--- src/rtl/fb_port_arbiter.sv ---
// rtl/fb_port_arbiter.sv - single-port frame-buffer BRAM arbiter for display, pixel writes and clear
module fb_port_arbiter #(
  parameter int FB_W   = 320,
  parameter int FB_H   = 240,
  parameter int ADDR_W = 17,
  parameter int PIX_W  = 12
) (
  input  logic              clk,
  input  logic              rst,
  input  logic [9:0]        h_cnt,
  input  logic [9:0]        v_cnt,
  input  logic              visible,
  input  logic              wr_valid,
  output logic              wr_ready,
  input  logic [8:0]        wr_x,
  input  logic [7:0]        wr_y,
  input  logic [PIX_W-1:0]  wr_data,
  output logic              wr_drop,
  input  logic              clr_start,
  input  logic [PIX_W-1:0]  clr_color,
  output logic              clr_busy,
  output logic              clr_done,
  output logic [ADDR_W-1:0] mem_addr,
  output logic              mem_we,
  output logic [PIX_W-1:0]  mem_din,
  input  logic [PIX_W-1:0]  mem_dout,
  output logic [PIX_W-1:0]  disp_pixel
);

  localparam logic [9:0]        LP_FB_W   = 10'(FB_W);
  localparam logic [9:0]        LP_FB_H   = 10'(FB_H);
  localparam logic [ADDR_W-1:0] LP_FB_W_A = ADDR_W'(FB_W);
  localparam logic [ADDR_W-1:0] LP_LAST   = ADDR_W'(FB_W * FB_H - 1);

  typedef enum logic {S_IDLE, S_CLEAR} state_t;

  state_t              r_state;
  state_t              w_state_nxt;
  logic [ADDR_W-1:0]   r_clr_addr;
  logic [PIX_W-1:0]    r_clr_color;
  logic                r_clr_done;
  logic                r_wr_drop;
  logic                r_disp_d;
  logic [PIX_W-1:0]    r_disp_pixel;

  logic [8:0]          w_hx;
  logic [8:0]          w_vy;
  logic                w_disp_slot;
  logic                w_wr_in_range;
  logic [ADDR_W-1:0]   w_disp_addr;
  logic [ADDR_W-1:0]   w_wr_addr;
  logic                w_clr_adv;
  logic                w_wr_oob;

  // Memory pixel coordinates: the display is 2x upscaled in both directions.
  assign w_hx = h_cnt[9:1];
  assign w_vy = v_cnt[9:1];

  assign w_disp_slot = visible && !h_cnt[0] &&
                       ({1'b0, w_hx} < LP_FB_W) && ({1'b0, w_vy} < LP_FB_H);

  assign w_wr_in_range = ({1'b0, wr_x} < LP_FB_W) && ({2'b00, wr_y} < LP_FB_H);

  assign w_disp_addr = ADDR_W'(w_vy) * LP_FB_W_A + ADDR_W'(w_hx);

  // y*320 as a shift-add: y*256 + y*64.
  assign w_wr_addr = (ADDR_W'(wr_y) << 8) + (ADDR_W'(wr_y) << 6) + ADDR_W'(wr_x);

  assign clr_busy   = (r_state == S_CLEAR);
  assign clr_done   = r_clr_done;
  assign wr_drop    = r_wr_drop;
  assign disp_pixel = r_disp_pixel;

  // Clear FSM state register.
  always_ff @(posedge clk) begin
    if (rst) begin
      r_state <= S_IDLE;
    end else begin
      r_state <= w_state_nxt;
    end
  end

  // Port mux and next state: display slots always win, clear beats the write port.
  always_comb begin
    w_state_nxt = r_state;
    mem_we      = 1'b0;
    mem_addr    = '0;
    mem_din     = '0;
    wr_ready    = 1'b0;
    w_clr_adv   = 1'b0;
    w_wr_oob    = 1'b0;
    if (w_disp_slot) begin
      mem_addr = w_disp_addr;
    end else begin
      case (r_state)
        S_CLEAR: begin
          mem_we    = 1'b1;
          mem_addr  = r_clr_addr;
          mem_din   = r_clr_color;
          w_clr_adv = 1'b1;
          if (r_clr_addr == LP_LAST) begin
            w_state_nxt = S_IDLE;
          end
        end
        default: begin
          wr_ready = 1'b1;
          if (wr_valid) begin
            if (w_wr_in_range) begin
              mem_we   = 1'b1;
              mem_addr = w_wr_addr;
              mem_din  = wr_data;
            end else begin
              w_wr_oob = 1'b1;
            end
          end
        end
      endcase
    end
    // A clear request is accepted in any idle cycle, after this cycle's write is served.
    if (r_state == S_IDLE && clr_start) begin
      w_state_nxt = S_CLEAR;
    end
  end

  // Clear address counter and latched fill colour.
  always_ff @(posedge clk) begin
    if (rst) begin
      r_clr_addr  <= '0;
      r_clr_color <= '0;
    end else if (r_state == S_IDLE && clr_start) begin
      r_clr_addr  <= '0;
      r_clr_color <= clr_color;
    end else if (w_clr_adv) begin
      r_clr_addr  <= r_clr_addr + 1'b1;
    end
  end

  // One-cycle status pulses: clear finished, write discarded as out of range.
  always_ff @(posedge clk) begin
    if (rst) begin
      r_clr_done <= 1'b0;
      r_wr_drop  <= 1'b0;
    end else begin
      r_clr_done <= w_clr_adv && (r_clr_addr == LP_LAST);
      r_wr_drop  <= w_wr_oob;
    end
  end

  // Display pipeline: capture BRAM data at the end of each odd cycle, blank if the even cycle was not a read.
  always_ff @(posedge clk) begin
    if (rst) begin
      r_disp_d     <= 1'b0;
      r_disp_pixel <= '0;
    end else begin
      r_disp_d <= w_disp_slot;
      if (h_cnt[0]) begin
        r_disp_pixel <= r_disp_d ? mem_dout : '0;
      end
    end
  end

endmodule

--- config.mk ---
export PLATFORM = sky130hd
export DESIGN_NAME = fb_port_arbiter
export DESIGN_NICKNAME = d
export VERILOG_FILES = /design/src/rtl/fb_port_arbiter.sv
export SDC_FILE = /design/constraint.sdc
export NUM_CORES = 1
export LEC_CHECK = 0
export BUFFER_PORTS_ARGS = -buffer_cell sky130_fd_sc_hd__buf_2
export CORE_MARGIN = 2
export CORE_UTILIZATION = 50
export DETAILED_ROUTE_END_ITERATION = 6
export PLACE_DENSITY = 0.81
export SKIP_CTS_REPAIR_TIMING = 1
export SKIP_LAST_GASP = 1
export SYNTH_ARGS = -nofsm -noshare
export SYNTH_HDL_FRONTEND = slang
export SYNTH_SLANG_ARGS = --single-unit
--- constraint.sdc ---
create_clock -name clk -period 7.15 [get_ports clk]
set_input_delay 2.145 -clock clk [delete_from_list [all_inputs] [get_ports clk]]
set_output_delay 2.145 -clock clk [all_outputs]
set_load 0.01 [all_outputs]
# == After elaboration in Yosys (flattened, before gate mapping) ==
# Cells that the tools add are included.
# classes
n_lt_le_gt_ge,4
mux,22
n_eq_ne,2
add_sub_neg,4
n_mul,1
bitwise_logic,2
reduce_logical,9
# ops
cell,count
2-to-1 mux 17 bit,4
2-to-1 mux 12 bit,5
adder 17 x 9 -> 17 bit,2
less-than comparator 9 bit (second input constant),2
adder 16 x 14 -> 17 bit,1
adder 17 x 1 -> 17 bit (second input constant),1
== test 17 bit (second input constant),1
2-to-1 mux 1 bit,13
multiplier 9 x 3 -> 11 bit (second input constant),1
less-than comparator 9 x 8 -> 1 bit (second input constant),1
less-than comparator 8 bit (second input constant),1
logical AND 1 bit,6
OR reduction 4 bit,1
!= test 2 x 1 -> 1 bit (second input constant),1
NOT 1 bit,2
OR reduction 2 bit,1
zero test 1 bit,1
# word_totals
inputBits,78
out_inout_bits,46
reg_bits,45

# == Logic depth before layout (Yosys ltp) ==
# depth
word_depth,6
depth_mapped,10
ltp_nobuf,10

# == Worst setup path before layout ==
# No wires, ideal clock.
# synth_path
path_type,input to output
start,input v_cnt[2]
end,output mem_addr[15]
arrival_time_ns,4.297
n_path_buf,0
t_required_ns,5.005
cell_stages,9
path_slack_ns,0.708
path_cell_list,ha_1 > ha_1 > fa_1 > a211oi_1 > nor2_1 > xor2_1 > nand3_1 > xor2_1 > a22oi_1
# synth_via
elab_chain_len,3
# synth_rtl
element,line,text
start: declaration,11,"input logic [9:0] v_cnt,"
multiplier 9 x 3 -> 11 bit / less-than comparator 9 x 8 -> 1 bit (equally long branches),"64, 60",
adder 17 x 9 -> 17 bit / logical AND 1 bit (equally long branches),"64, 60",
2-to-1 mux 17 bit (*),92,if (w_disp_slot) begin
end: declaration,23,"output logic [ADDR_W-1:0] mem_addr,"
# Every way passes the cells marked *; elsewhere a longest branch is shown, timed or not.

# == Worst setup path in the final report ==
# layout_path
start,input v_cnt[2]
end,output mem_addr[16]
# The elaborated chain is that of the path after synthesis.

==> impl_metrics.py <==
metrics = {
    "clocking": {
        "path_clk_slew_ns": 0.08,
        "cts_buffers": 5,
        "clockBufferDepth": 2,
        "htree_levels": 2,
        "cts_tree": "built",
        "cts_sinks": 45,
        "clock_latency_ns": 0.29,
        "cts_root_buf": "clkbuf_8",
    },
    "die": {
        "start_util_pct": 52.3,
        "fp.dieH_um": 86.2,
        "pin_count": 124,
        "rows": 29,
        "die_x_um": 86.2,
        "core_area_um2": 6460,
        "die-area_um2": 7430,
    },
    "detailed_routing": {
        "routedWlPerCell_um": 14.1,
        "drtAntennaViolNets": 0,
        "viasPerCell": 5.54,
        "drt_wl_total_mm": 8.70,
        "first_pass_iters": 5,
        "drc": 0,
        "vias": 3414,
        "drt-initial-drc-count": 172,
    },
    "global_routing": {
        "grt_pass1_vias": 3191,
        "track_usage_pct": 23.2,
        "grt_pass1_wl_mm": 14.1,
        "grt_max_degree": 30,
        "overflow": 0,
        "antenna_found_initial": 0,
    },
    "cells_and_area": {
        "final_util_pct": 63.6,
        "syn_to_final_growth_pct": 21.6,
        "n_antenna_cell": 0,
        "drive_above_1_share_pct": 26.7,
        "layout_common_cells": "122 x buf_2, 49 x nor2_1, 45 x nand2_1, 45 x dfxtp_1, 42 x a21oi_1",
        "stdcell_count": 616,
        "design_area_um2": 4110,
        "mostFrequentLayoutCell": "buf_2",
        "nNetsFinal": 654,
        "fillCellCount": 571,
    },
    "worst_setup_path": {
        "crit_path_end_kind": "output pin",
        "cp.arrival_ns": 4.81,
        "critical_path.startpoint_type": "input port",
        "crit_type": "in2out",
        "cp_max_fo": 4,
        "required_ns": 5.01,
    },
    "sta": {
        "final_max_slew_viol_count": 0,
        "tns_ns": 0,
        "period_needed_ns": 6.95,
        "tightest_slew_ns": 0.978,
        "period_share_pct": 97.2,
        "fmax_ghz": 0.144,
        "slew_headroom_pct": 34.4,
        "setup_viol": 0,
        "fin_skew_ns": 0.0113,
        "rsz0062_at_grt": "no",
        "finalHoldViolCount": 0,
    },
    "logic_synthesis": {
        "synth-edff-count": 0,
        "syn-cell-area_um2": 3380,
        "netlist_instances": 427,
        "ys.flop_type": "dfxtp_1",
        "yosys_warnings": 0,
        "async_reset_ff_share_pct": 0,
        "post_synth.cell_area_avg_um2": 7.91,
        "yosys_register_bits": 45,
        "ys_types": 58,
        "seq_area_frac_synth_pct": 26.7,
        "synth_fp_nets": 542,
    },
    "place": {
        "dp.cells": 609,
        "portBuffers": 122,
        "place_congestion": 0.988,
        "dp_hpwl_mm": 6.89,
        "place_area_um2": 4020,
    },
    "power": {
        "powerDensity_nw_per_um2": 153,
        "power_leakage_nw": 1.93,
        "ir_drop_v": 0.000122,
    },
    "outcome": {
        "status": "finished clean",
    },
    "run": {
        "timing.max_cap.violations": 0,
    },
    "min_path": {
        "hp-class": "reg2reg",
    },
}
[worst max-delay path, cell delays in order]
cell	delay, ns
buf_2	0.12
ha_1	0.29
ha_1	0.23
fa_1	0.41
a211oi_1	0.43
nor2_1	0.12
xor2_1	0.32
nand4_1	0.16
xnor2_1	0.16
o221ai_1	0.22
buf_2	0.19
[power breakdown]
| group | total (mW) | internal (mW) | switching [mW] |
|---|---|---|---|
| registers | 0.259 | 0.256 | 0.00335 |
| clock network | 0.158 | 0.0765 | 0.0816 |
| logic | 0.211 | 0.0921 | 0.119 |
[sequential cells by signal, indices dropped and copies added, names as in the netlist]
signal,count
clr_busy,1
disp_pixel,12
clr_done,1
wr_drop,1
r_clr_addr,17
r_disp_d,1
r_clr_color,12
[per-stage QoR]
step | hold WS, ns | setup slack, ns | total power, mW
after global placement | 0.441 | 0.285 | 0.468
final | 0.459 | 0.198 | 0.628
after CTS | 0.459 | 0.211 | 0.632
after global routing | 0.489 | 0.0330 | 0.663
after floorplan | 0.436 | 0.708 | 0.407
after detailed placement | 0.447 | 0.218 | 0.474
[Yosys cell counts (2+ instances only)]
cell | instances | area (µm²)
nand3_1 | 16 | 80.1
and4_1 | 3 | 26.3
clkbuf_1 | 14 | 52.6
o21ai_1 | 4 | 20.0
or2_2 | 2 | 12.5
nand2_1 | 45 | 169
xnor2_1 | 14 | 123
a22oi_1 | 2 | 15.0
o21bai_1 | 2 | 15.0
dfxtp_1 | 45 | 901
a31oi_1 | 2 | 12.5
a32oi_1 | 2 | 17.5
or3_1 | 4 | 25.0
o211ai_1 | 3 | 22.5
a211oi_1 | 2 | 15.0
nor2_1 | 49 | 184
a22o_1 | 12 | 105
nor3_1 | 6 | 30.0
nor4_2 | 2 | 25.0
nand4_1 | 6 | 37.5
a21oi_1 | 42 | 210
inv_1 | 16 | 60.1
o221ai_1 | 4 | 35.0
buf_2 | 3 | 15.0
ha_1 | 33 | 413
o21ai_0 | 13 | 65.1
xor2_1 | 17 | 149
a221oi_1 | 2 | 17.5
nor2b_1 | 17 | 106
nor3b_1 | 3 | 22.5
and3_1 | 10 | 62.6
mux2i_1 | 2 | 20.0
fa_1 | 4 | 80.1
and2_1 | 2 | 12.5
[final cells by class]
cell class                      count  area (µm²)  area share [%]
Multi-Input combinational cell    345        2320            56.6
Timing Repair Buffer              125         633            15.4
Clock buffer                        6        82.6            2.01
Clock inverter                      1        7.51           0.183
Inverter                           17        63.8            1.55
Sequential cell                    45         901            21.9
Tap cell                           77        96.3            2.34
[kinds of logic (layout without fill, tap and decap cells)]
| family | Yosys count | after routing | synth area share, % |
|---|---|---|---|
| adder cells (fa/ha/maj) | 37 | 37 | 14.6 |
| AND/OR/NAND/NOR | 176 | 176 | 26.6 |
| XOR/XNOR | 31 | 31 | 8.03 |
| buffers and inverters | 37 | 149 | 4.55 |
| flip-flops | 45 | 45 | 26.7 |
| multiplexers | 2 | 2 | 0.592 |
| AO/OA/AOI/OAI | 99 | 99 | 19.0 |
[routing by layer]
layer,track usage [%],part of all wire [%],up-vias
met1,29.8,44,1588
met3,2.86,4.1,6
met4,5.11,0.85,0
met5,0,0,-
met2,41.5,51,81
li1,-,-,1739
[final timing paths]
kind | slack (ns) | from | end | depth (start not counted)
setup / recovery | 0.20 | v_cnt[2] | mem_addr[16] | 11
hold / removal | 0.46 | r_clr_color[3]$_SDFFE_PP0P_ | r_clr_color[3]$_SDFFE_PP0P_ | 2
setup reg to reg | 5.20 | clr_busy$_SDFFE_PP0P_ | r_clr_addr[15]$_SDFFE_PP0P_ | 6
hold reg to reg | 0.46 | r_clr_color[3]$_SDFFE_PP0P_ | r_clr_color[3]$_SDFFE_PP0P_ | 2
(Power assumes the default switching activity.)
